## src/rtl/gpio_pkg.sv

```systemverilog
// Shared definitions for the GPIO controller: host bus geometry and
// register address map.
package gpio_pkg;

   localparam int DATA_W = 16;   // host register bus data width
   localparam int ADDR_W = 3;    // host register bus address width

   localparam logic [ADDR_W-1:0] ADDR_DIR      = 3'd0;
   localparam logic [ADDR_W-1:0] ADDR_OUT      = 3'd1;
   localparam logic [ADDR_W-1:0] ADDR_IN       = 3'd2;
   localparam logic [ADDR_W-1:0] ADDR_RISE_EN  = 3'd3;
   localparam logic [ADDR_W-1:0] ADDR_FALL_EN  = 3'd4;
   localparam logic [ADDR_W-1:0] ADDR_IRQ_STAT = 3'd5;
   localparam logic [ADDR_W-1:0] ADDR_OUT_SET  = 3'd6;
   localparam logic [ADDR_W-1:0] ADDR_OUT_CLR  = 3'd7;

endpackage

```

## src/rtl/gpio_if.sv

```systemverilog
// Host register bus into the GPIO controller.
//   addr     register address
//   wr_en    one-cycle write strobe, wr_data write data
//   rd_en    one-cycle read strobe, rd_data registered read data
// master: host side, slave: gpio_ctrl side.
interface gpio_if;
   import gpio_pkg::*;

   logic [ADDR_W-1:0] addr;
   logic              wr_en;
   logic [DATA_W-1:0] wr_data;
   logic              rd_en;
   logic [DATA_W-1:0] rd_data;

   modport master (output addr, output wr_en, output wr_data, output rd_en, input rd_data);
   modport slave  (input addr, input wr_en, input wr_data, input rd_en, output rd_data);

endinterface

```

## src/rtl/gpio_sync_edge.sv

```systemverilog
// Pad input synchronizer and edge detector.
//   clk, rst_n        clock, async active-low reset
//   pin_in            raw pad inputs (asynchronous to clk)
//   rise_en/fall_en   per-line edge enables
//   sync_out          synchronized input value (second flop)
//   rise/fall         qualified single-cycle edge pulses
module gpio_sync_edge #(
   parameter int WIDTH = 8
) (
   input  logic             clk,
   input  logic             rst_n,
   input  logic [WIDTH-1:0] pin_in,
   input  logic [WIDTH-1:0] rise_en,
   input  logic [WIDTH-1:0] fall_en,
   output logic [WIDTH-1:0] sync_out,
   output logic [WIDTH-1:0] rise,
   output logic [WIDTH-1:0] fall
);

   logic [WIDTH-1:0] sync1_r;
   logic [WIDTH-1:0] sync2_r;
   logic [WIDTH-1:0] prev_r;
   logic [1:0]       warm_r;

   // two-flop synchronizer, previous-value register and saturating warm-up counter
   always_ff @(posedge clk or negedge rst_n) begin
      if (!rst_n) begin
         sync1_r <= '0;
         sync2_r <= '0;
         prev_r  <= '0;
         warm_r  <= 2'd0;
      end else begin
         sync1_r <= pin_in;
         sync2_r <= sync1_r;
         prev_r  <= sync2_r;
         if (warm_r != 2'd3) begin
            warm_r <= warm_r + 2'd1;
         end else begin
            warm_r <= warm_r;
         end
      end
   end

   // edges are masked until prev holds a real sample, so lines that are
   // already high when reset releases do not look like rising edges
   always_comb begin
      rise = '0;
      fall = '0;
      if (warm_r == 2'd3) begin
         rise = sync2_r & ~prev_r & rise_en;
         fall = ~sync2_r & prev_r & fall_en;
      end else begin
         rise = '0;
         fall = '0;
      end
   end

   assign sync_out = sync2_r;

endmodule

```

## src/rtl/gpio_ctrl.sv

```systemverilog
// Register-side GPIO controller: direction / output-data registers for the
// pad block, synchronized input readback, edge-triggered W1C interrupt status.
//   clk, rst_n   clock, async active-low reset
//   bus          host register bus (slave side)
//   gpio_dir     per-line output enable to pads
//   gpio_out     per-line drive value to pads
//   gpio_in      raw pad input values
//   irq          level interrupt, high while any status bit is set
module gpio_ctrl
   import gpio_pkg::*;
#(
   parameter int               WIDTH     = 8,
   parameter logic [WIDTH-1:0] DIR_RESET = '0,
   parameter logic [WIDTH-1:0] OUT_RESET = '0
) (
   input  logic             clk,
   input  logic             rst_n,
   gpio_if.slave            bus,
   output logic [WIDTH-1:0] gpio_dir,
   output logic [WIDTH-1:0] gpio_out,
   input  logic [WIDTH-1:0] gpio_in,
   output logic             irq
);

   logic [WIDTH-1:0]  dir_r;
   logic [WIDTH-1:0]  out_r;
   logic [WIDTH-1:0]  rise_en_r;
   logic [WIDTH-1:0]  fall_en_r;
   logic [WIDTH-1:0]  stat_r;
   logic [DATA_W-1:0] rd_data_r;

   logic [WIDTH-1:0]  wdata_s;
   logic [WIDTH-1:0]  clr_s;
   logic [WIDTH-1:0]  sync_s;
   logic [WIDTH-1:0]  rise_s;
   logic [WIDTH-1:0]  fall_s;
   logic [WIDTH-1:0]  rd_mux_s;
   logic [DATA_W-1:0] rd_next_s;
   logic              unused_wdata_s;

   // write data bits above WIDTH carry no meaning
   assign wdata_s        = bus.wr_data[WIDTH-1:0];
   assign unused_wdata_s = ^bus.wr_data;

   gpio_sync_edge #(.WIDTH(WIDTH)) u_sync_edge (
      .clk      (clk),
      .rst_n    (rst_n),
      .pin_in   (gpio_in),
      .rise_en  (rise_en_r),
      .fall_en  (fall_en_r),
      .sync_out (sync_s),
      .rise     (rise_s),
      .fall     (fall_s)
   );

   // host writes to the control registers, including set/clear aliases of OUT
   always_ff @(posedge clk or negedge rst_n) begin
      if (!rst_n) begin
         dir_r     <= DIR_RESET;
         out_r     <= OUT_RESET;
         rise_en_r <= '0;
         fall_en_r <= '0;
      end else if (bus.wr_en) begin
         case (bus.addr)
            ADDR_DIR:     dir_r     <= wdata_s;
            ADDR_OUT:     out_r     <= wdata_s;
            ADDR_RISE_EN: rise_en_r <= wdata_s;
            ADDR_FALL_EN: fall_en_r <= wdata_s;
            ADDR_OUT_SET: out_r     <= out_r | wdata_s;
            ADDR_OUT_CLR: out_r     <= out_r & ~wdata_s;
            default:      out_r     <= out_r;
         endcase
      end else begin
         out_r <= out_r;
      end
   end

   // W1C clear mask for the status register
   always_comb begin
      clr_s = '0;
      if (bus.wr_en && (bus.addr == ADDR_IRQ_STAT)) begin
         clr_s = wdata_s;
      end else begin
         clr_s = '0;
      end
   end

   // status latch: a new edge wins over a same-cycle clear of that bit
   always_ff @(posedge clk or negedge rst_n) begin
      if (!rst_n) begin
         stat_r <= '0;
      end else begin
         stat_r <= (stat_r & ~clr_s) | rise_s | fall_s;
      end
   end

   // read mux sees pre-write register values, so a same-cycle write is not visible
   always_comb begin
      rd_mux_s = '0;
      case (bus.addr)
         ADDR_DIR:      rd_mux_s = dir_r;
         ADDR_OUT:      rd_mux_s = out_r;
         ADDR_IN:       rd_mux_s = sync_s;
         ADDR_RISE_EN:  rd_mux_s = rise_en_r;
         ADDR_FALL_EN:  rd_mux_s = fall_en_r;
         ADDR_IRQ_STAT: rd_mux_s = stat_r;
         ADDR_OUT_SET:  rd_mux_s = '0;
         ADDR_OUT_CLR:  rd_mux_s = '0;
         default:       rd_mux_s = '0;
      endcase
      rd_next_s              = '0;
      rd_next_s[WIDTH-1:0]   = rd_mux_s;
   end

   // read data register, held between read strobes
   always_ff @(posedge clk or negedge rst_n) begin
      if (!rst_n) begin
         rd_data_r <= '0;
      end else if (bus.rd_en) begin
         rd_data_r <= rd_next_s;
      end else begin
         rd_data_r <= rd_data_r;
      end
   end

   assign bus.rd_data = rd_data_r;
   assign gpio_dir    = dir_r;
   assign gpio_out    = out_r;
   assign irq         = |stat_r;

endmodule

```

## src/flat_wrapper.sv

```systemverilog
// flat-port wrapper written by rule: the top's interface ports become plain ports
module gpio_ctrl_flat import gpio_pkg::*;
#(
   parameter int               WIDTH     = 8,
   parameter logic [WIDTH-1:0] DIR_RESET = '0,
   parameter logic [WIDTH-1:0] OUT_RESET = '0
)
  (clk, rst_n, gpio_dir, gpio_out, gpio_in, irq, bus_addr, bus_wr_en, bus_wr_data, bus_rd_en, bus_rd_data);
  gpio_if bus_i ();
  input  logic clk;
  input  logic rst_n;
  output logic [WIDTH-1:0] gpio_dir;
  output logic [WIDTH-1:0] gpio_out;
  input  logic [WIDTH-1:0] gpio_in;
  output logic irq;
  input wire logic [$bits(bus_i.addr)-1:0] bus_addr;
  input wire logic [$bits(bus_i.wr_en)-1:0] bus_wr_en;
  input wire logic [$bits(bus_i.wr_data)-1:0] bus_wr_data;
  input wire logic [$bits(bus_i.rd_en)-1:0] bus_rd_en;
  output wire logic [$bits(bus_i.rd_data)-1:0] bus_rd_data;
  assign bus_i.addr = bus_addr;
  assign bus_i.wr_en = bus_wr_en;
  assign bus_i.wr_data = bus_wr_data;
  assign bus_i.rd_en = bus_rd_en;
  assign bus_rd_data = bus_i.rd_data;
  gpio_ctrl #(.WIDTH(WIDTH), .DIR_RESET(DIR_RESET), .OUT_RESET(OUT_RESET)) u_core (.clk(clk), .rst_n(rst_n), .bus(bus_i), .gpio_dir(gpio_dir), .gpio_out(gpio_out), .gpio_in(gpio_in), .irq(irq));
endmodule
```

## config.mk

```make
export PLATFORM = sky130hd
export DESIGN_NAME = gpio_ctrl_flat
export DESIGN_NICKNAME = d
export VERILOG_FILES = /design/src/rtl/gpio_pkg.sv /design/src/rtl/gpio_if.sv /design/src/rtl/gpio_sync_edge.sv /design/src/rtl/gpio_ctrl.sv /design/src/flat_wrapper.sv
export SDC_FILE = /design/constraint.sdc
export NUM_CORES = 1
export LEC_CHECK = 0
export BUFFER_PORTS_ARGS = -buffer_cell sky130_fd_sc_hd__buf_4
export CORE_ASPECT_RATIO = 1.2
export CORE_UTILIZATION = 45
export CTS_CLUSTER_SIZE = 28
export DETAILED_ROUTE_END_ITERATION = 6
export PLACE_DENSITY = 0.69
export SLEW_MARGIN = 20
export SYNTH_ARGS = -nofsm -noshare
export SYNTH_HDL_FRONTEND = slang
export SYNTH_SLANG_ARGS = --single-unit
```

## constraint.sdc

```tcl
create_clock -name clk -period 3.6 [get_ports clk]
set_clock_uncertainty 0.1 [all_clocks]
set_input_delay 0.36 -clock clk [delete_from_list [all_inputs] [get_ports clk]]
set_output_delay 0.36 -clock clk [all_outputs]
set_load 0.02 [all_outputs]
```

==> metrics.md, run 1 <==
| Metric | Value |
|---|---|
| Worst hold slack | 0.02226 ns |
| Initial antenna violation count | 0 |
| Post-synthesis cell area | 0.003363 mm^2 |
| Top-area cell type share of the netlist area | roughly 55% |
| Startpoint types | flip-flop |
| Detailed-router iteration count before antenna repair | 4 |
| R2R Path End | u_core.bus.rd_data[3] |
| Maxcap violations | 0 |
| Int Pwr | 0.001458 W |
| H-tree depth | 3 |
| CP Data Required Time | between 3 and 4 ns |
| Clock-pin slew on the worst setup and hold paths | 0.08 ns |
| Crit path cell chain | nor4_1 -> nand2_1 -> buf_4 |
| Hold path startpoint | gpio_in[4] |
| Ys flop type | dfrtp_1 |
| Net Switching | about 0.0006 W |
| Switching fraction of total power | 29.18% |
| Initial DRC Count | 207 |
| ANT nets after route | 0 |
| Combinational share of power | 19.6% |
| RSZ-0062 raised after global routing | no |
| Total Wirelength | roughly 7400 um |
| Fillcell total | 645 |
| Layout cells sized above 1 | 32.33% |
| Setup Fix Bufs, Post-CTS | 0 |
| Hold path depth | 1 |
| Worst reg2reg path depth | 3 |
| Crit path DAT | between 1 and 1.5 ns |
| F_max | 522.8 MHz |
| Leakage power total | 1.715 nW |
| Post-Syn Instances | 279 |
| Asr flop ratio synth | 100.0% |
| Latest clock arrival within the worst-skew pair | approximately 0.35 ns |
| Vias | 2,372 |
| Final setup TNS | 0 ns |
| Worst VDD drop | 0.0002617 V |
| Most numerous cell in the Yosys netlist | dfrtp_1 |
| Horiz. Die Dim | 80.92 um |
| Synth top cells by count | dfrtp_1, mux2_2, nand2_1, a221oi_1 |
| Clk network pwr share | 30.4% |
| Crit path max fanout | 3 |
| Avg Vias per Cell | around 5.6 |
| Storage element area | between 0.0015 and 0.002 mm^2 |
| First-pass GRT wire length | 11,880 um |
| Post-DP HPWL | 4788 um |
| Synth area leader | dfrtp_1 |
| Mean Syn Cell Area | 12.05 um^2 |
| Port-buffer cells | 47 |
| I/O Pins | between 60 and 70 |
| Final setup viols | 0 |
| DRC viols | 0 |
| Pre-CTS WS | 1.386 ns |
| Endpoint, Worst Hold | u_core.u_sync_edge.sync1_r[4] |
| Die Span Y | 96.70 um |
| Yosys reg bits | 74 |
| GP Congestion | roughly 0.85 |
| RR Startpoint | u_core.gpio_out[3] |
| Post-synth EDFFs | 0 |
| Nets | roughly 360 |
| Synth warn | 0 |
| Largest net degree at the start of global routing | 75 |
| Unique masters post-synth | 39 |
| Synth area leaders | dfrtp_1, mux2_2, a221oi_1, nand2_1, buf_4 |
| Critical Path End Type | primary output |
| Final Util | 54.36% |
| Root Driver | clkbuf_8 |
| Area Growth Syn to Fin | 16.89% |
| CP bufs+invs | 1 |
| Least-Margin Pin Slew | 0.9270 ns |
| Reg power frac | 49.9% |
| Status | complete, no violations |
| CTS tree | built |
| Cell family with the largest share of critical-path delay | simple AND/OR/NAND/NOR gates |
| Min-delay worst type | in -> reg |
| Remaining Overflow, GRT | 0 |
| Register area share after synthesis | 55.06% |
| Post-layout minimum cycle time | 1.913 ns |
| Core Area | 0.007232 mm^2 |
| Tcrit/Tclk final | 53.14% |
| Worst R2R Setup Slack | about 2.2 ns |
| Relative slew margins | 38.20% |
| GRT Util Overall | 20.75% |
| Per-cell routed wire length | between 15 and 20 um |
| Initial Util | 46.51% |
| Num CTS Buffers | 9 |
| Max incr delay on CP | 0.41 ns |
| PwrDens | 523.5 mW/mm^2 |
| Vias in the first global route | 2,248 |
| CP Class | reg -> out |
| # diodes | 0 |
| Max-slew violation count | 0 |
| Die area | 0.007825 mm^2 |
| Sinks on Clock Net | 74 |
| Max clock buf depth | 2 |
| Final Hold Vio Count | 0 |
| Multi-input logic area | 0.001344 mm^2 |
| Slowest CP cell | dfrtp_1 |
| Core Rows | 34 |
| Final worst slack | between 1.5 and 2 ns |
-- per-layer routing --
layer	part of all wire [%]	vias up	global-route usage (%)
met2	49	74	30.38
met1	45	1186	29.76
met3	5.0	5	4.434
met5	0	-	0
met4	0.77	0	8.242
li1	-	1107	-
-- what timing repair did --
item / CTS / global route
hold buffers: 2 / 2
endpoints found under the hold margin: 2 / 2
resized for setup: 0 / 0
-- power groups by stage --
stage                     clock (W)  sequential (W)  combinational (W)
after floorplan                   0         0.00108           0.000208
after global placement            0         0.00104           0.000395
after detailed placement          0         0.00104           0.000404
after CTS                  0.000639         0.00103           0.000408
after global routing       0.000675         0.00104           0.000438
final                      0.000627         0.00103           0.000404
-- worst register-to-register path, stage by stage, from the launching register on --
cell and delay [ns]:
dfrtp_1 0.44, mux2_2 0.28, a221oi_1 0.34, a21oi_1 0.12
-- kinds of logic (layout without fill, tap and decap cells) --
family                     Yosys count  in the layout  share of synthesized area (%)
buffers and inverters               33             78                          5.766
DFF                                 74             74                          55.06
muxes                               37             37                          12.39
xor gates and xnor gates             1              1                         0.2605
and+or+nand+nor                     67             67                          11.38
adders and majority gates            1              1                         0.3720
AOI/OAI and AO/OA                   65             65                          14.66
other                                1              8                         0.1115
-- registers in the layout, indices dropped and copies added (netlist names) --
register                     flops
u_core.u_sync_edge.sync_out      8
u_core.gpio_dir                  8
u_core.u_sync_edge.prev_r        8
u_core.bus.rd_data               8
u_core.u_sync_edge.warm_r        2
u_core.rise_en_r                 8
u_core.fall_en_r                 8
u_core.gpio_out                  8
u_core.u_sync_edge.sync1_r       8
u_core.stat_r                    8
-- per-stage QoR --
step                      instance area (um^2)  power [W]  std cells
after floorplan                           3390   0.001285        286
after global placement                    3706   0.001430        401
after detailed placement                  3706   0.001445        401
after CTS                                 3911   0.002073        419
after global routing                      3931   0.002157        421
final                                     3931   0.002058        421
-- final cells by class --
cell class,instances,area share (%)
Clock buffer,10,3.246
Clock inverter,6,1.464
Inverter,10,0.9548
Multi-Input combinational cell,179,34.18
Sequential cell,74,47.10
Tap cell,90,2.864
Timing Repair Buffer,52,10.18
-- cell usage in the layout (no fill, tap or decap), types with 2 or more instances in the layout --
cell type       n
a221oi_2        2
dlygate4sd3_1   4
a21oi_1        12
nor2_1         12
inv_1          10
buf_4          48
o22ai_1         4
clkbuf_8        9
clkinv_2        4
nand3b_1        8
conb_1          8
nor4_1          2
a221oi_1       18
a221o_1         3
mux2_2         36
nand2_1        25
dfrtp_1        74
nand2b_1        8
o2bb2ai_1       7
a22o_1          8
o21ai_0         9
-- worst max path at each step --
stage | slack, ns | from | end | cells after the start
2_1_floorplan | 2.00 | bus_addr[1] | u_core.fall_en_r[0] | 5
5_1_grt | 1.64 | bus_addr[2] | u_core.fall_en_r[5] | 4
6_report | 1.69 | u_core.stat_r[3] | irq | 3
3_5_place_dp | 1.39 | bus_addr[2] | u_core.fall_en_r[4] | 4
4_1_cts | 1.66 | u_core.stat_r[3] | irq | 3
3_3_place_gp | 1.41 | bus_addr[2] | u_core.fall_en_r[4] | 4
Note: power is estimated with default switching activity, not from simulation.
==> inputs of run 2 (changes only) <==
PLACE_DENSITY = 0.72   (was 0.69)
clock period = 1.6 ns   (was 3.6 ns; I/O delays follow)
==> run 2 against run 1 <==
  * Setup slack worse by 1.7 ns
  * First-iteration DRC count increased by 10%
  * Utilization rose by 4.0 points
  * Final cell count up 5.9%
  * Non-clock buffer count grew 25
  * Global-route usage is 0.38 points higher
  * Combinational power rose by 140%
  * Total power increased by 140%
  * The run now ends with negative setup slack left
  * Die area did not move
  * Sequential share of layout area is 3.2 points lower
  * Sequential power up 130%
==> metrics.md, run 2 (same netlist as run 1, synthesis figures left out) <==
| Metric | Value |
|---|---|
| Status | finished, violations left |
| Failing checks | negative setup slack |
| Critical Path End Type | primary output |
| Total Wirelength | 7381 um (-0.73%) |
| Initial antenna violation count | 0 (unchanged) |
| Root Driver | clkbuf_8 |
| Min-delay worst type | in -> reg |
| Die area | 0.007825 mm^2 (unchanged) |
| Remaining Overflow, GRT | 0 (unchanged) |
| Sinks on Clock Net | 74 (unchanged) |
| Relative slew margins | 62.78% (+25 points) |
| Crit path max fanout | 3 (unchanged) |
| Max incr delay on CP | 0.41 ns (about the same) |
| GP Congestion | 0.7884 (-7.0%) |
| Tcrit/Tclk final | 102.0% |
| Nets | 383 (+7.0%) |
| Hold path depth | 2 (+1) |
| Largest net degree at the start of global routing | 36 (-52%) |
| Core Area | 0.007232 mm^2 (unchanged) |
| Max clock buf depth | 2 (unchanged) |
| Startpoint types | flip-flop |
| Worst R2R Setup Slack | 0.18 ns (-2.02 ns) |
| I/O Pins | 64 (unchanged) |
| Number of placed instances, taps included | 416 (+3.7%) |
| # diodes | 0 (unchanged) |
| Crit path cell chain | nor4_2 -> nand2_1 -> buf_6 |
| Leakage power total | 1.863 nW (+8.6%) |
| CP bufs+invs | 1 (unchanged) |
| First-pass GRT wire length | 12,310 um (+3.6%) |
| Core Rows | 34 (unchanged) |
| Hold path startpoint | bus_wr_data[2] |
| Vias in the first global route | 2,463 (+9.6%) |
| Post-layout minimum cycle time | 1.631 ns |
| Final setup viols | 1 (+1) |
| Worst VDD drop | 0.0005152 V (+97%) |
| Final setup TNS | -0.03149 ns (-0.03149 ns) |
| Latest clock arrival within the worst-skew pair | 0.34 ns (about the same) |
| Final Hold Vio Count | 0 (unchanged) |
| DRC viols | 0 (unchanged) |
| Clock-pin slew on the worst setup and hold paths | 0.08 ns (about the same) |
| Crit. path cell count | 3 (unchanged) |
| Endpoint, Worst Hold | u_core.rise_en_r[2] |
| F_max | 612.9 MHz |
| Layout Cells excl Fill | 446 (+5.9%) |
| RSZ-0062 raised after global routing | yes |
| Commonest non-fill, non-tap cell in the layout | dfrtp_1 |
| Most frequent cells in the layout | dfrtp_1, buf_4, mux2_2, nand2_1, a221oi_1 |
| CP Data Required Time | 1.34 ns (-1.80 ns) |
| Fillcell total | 630 (-2.3%) |
| Initial DRC Count | 228 (+10%) |
| Die Span Y | 96.70 um (unchanged) |
| GRT Util Overall | 21.13% (+0.38 points) |
| Detailed-router iteration count before antenna repair | 4 (unchanged) |
| H-tree depth | 3 (unchanged) |
| Initial Util | 46.51% (unchanged) |
| Cell family with the largest share of critical-path delay | simple AND/OR/NAND/NOR gates |
| Vias | 2,458 (+3.6%) |
| Slowest CP cell | dfrtp_1 |
| Horiz. Die Dim | 80.92 um (unchanged) |
| CP Class | reg -> out |
| Post-DP HPWL | 5105 um (+6.6%) |
| Port-buffer cells | 47 (unchanged) |
| R2R Path End | u_core.bus.rd_data[6] |
| Worst hold slack | 0.01876 ns (-0.003501 ns) |
| Max-slew violation count | 0 (unchanged) |
| Storage element area | 0.001852 mm^2 (unchanged) |
| Worst reg2reg path depth | 3 (unchanged) |
| Multi-input logic area | 0.001350 mm^2 (+0.47%) |
| Final Util | 58.36% (+4.0 points) |
| Area Growth Syn to Fin | 25.48% |
| RR Startpoint | u_core.gpio_out[6] |
| Avg Vias per Cell | 5.511 (-2.2%) |
| Final worst slack | -0.03149 ns (-1.719 ns) |
| ANT nets after route | 0 (unchanged) |
| Per-cell routed wire length | 16.55 um (-6.3%) |
| CTS tree | built |
| Num CTS Buffers | 9 (unchanged) |
| Crit path DAT | 1.37 ns (-0.08 ns) |
| Maxcap violations | 0 (unchanged) |
| PwrDens | 1187 mW/mm^2 (+130%) |
| Pre-CTS WS | -0.07186 ns (-1.458 ns) |
| Least-Margin Pin Slew | 0.5546 ns (-0.3724 ns) |
| Layout cells sized above 1 | 35.11% (+2.8 points) |
run 2: how the worst max path moves through the flow:
| stage | start | endpoint | slack (ns) |
|---|---|---|---|
| global placement | bus_addr[1] | u_core.gpio_out[2] | -0.03 |
| detailed placement | bus_addr[1] | u_core.gpio_out[2] | -0.07 |
| finish | u_core.stat_r[1] | irq | -0.03 |
| floorplan | bus_addr[1] | u_core.fall_en_r[0] | 0.20 |
| global route | u_core.stat_r[1] | irq | -0.06 |
| CTS | u_core.stat_r[1] | irq | -0.04 |
run 2: per-stage QoR:
| stage | cell area, um^2 | power [W] |
|---|---|---|
| final | 4220 | 0.005009 |
| after global routing | 4220 | 0.005243 |
| after CTS | 4220 | 0.005054 |
| after detailed placement | 3831 | 0.003284 |
| after global placement | 3831 | 0.003244 |
| after floorplan | 3390 | 0.002892 |
run 2: layer usage:
metal  track usage, %  routed length [um]  vias to the layer above
li1                 -                   -                     1152
met1            29.42                3402                     1223
met2            31.74                3551                       69
met3            4.057                 260                       14
met4            9.341                 166                        0
met5                0                   0                        -
run 2: power by group:
| part | total [W] | internal [W] | switching [W] |
|---|---|---|---|
| Clock | 0.00173 | 0.00104 | 0.000695 |
| Sequential | 0.00232 | 0.00212 | 0.000196 |
| Combinational | 0.000963 | 0.000493 | 0.000471 |
run 2: cell type report:
type	instances	share of cell area (%)
tap	90	2.668
inverter	10	0.8894
timing repair buffer	77	14.85
clock buffer	9	2.935
clock inverter	7	2.787
multi-input combinational	179	31.99
sequential	74	43.88
run 2: repair_timing:
item | 4_1_cts | 5_1_grt
resized for setup | 2 | 0
gates cloned | 0 | 0
setup endpoints to repair | 1 | 1
buffers inserted | 1 | 0
endpoints found under the hold margin | 50 | 0
hold buffers | 13 | 0
pin swaps | 2 | 0
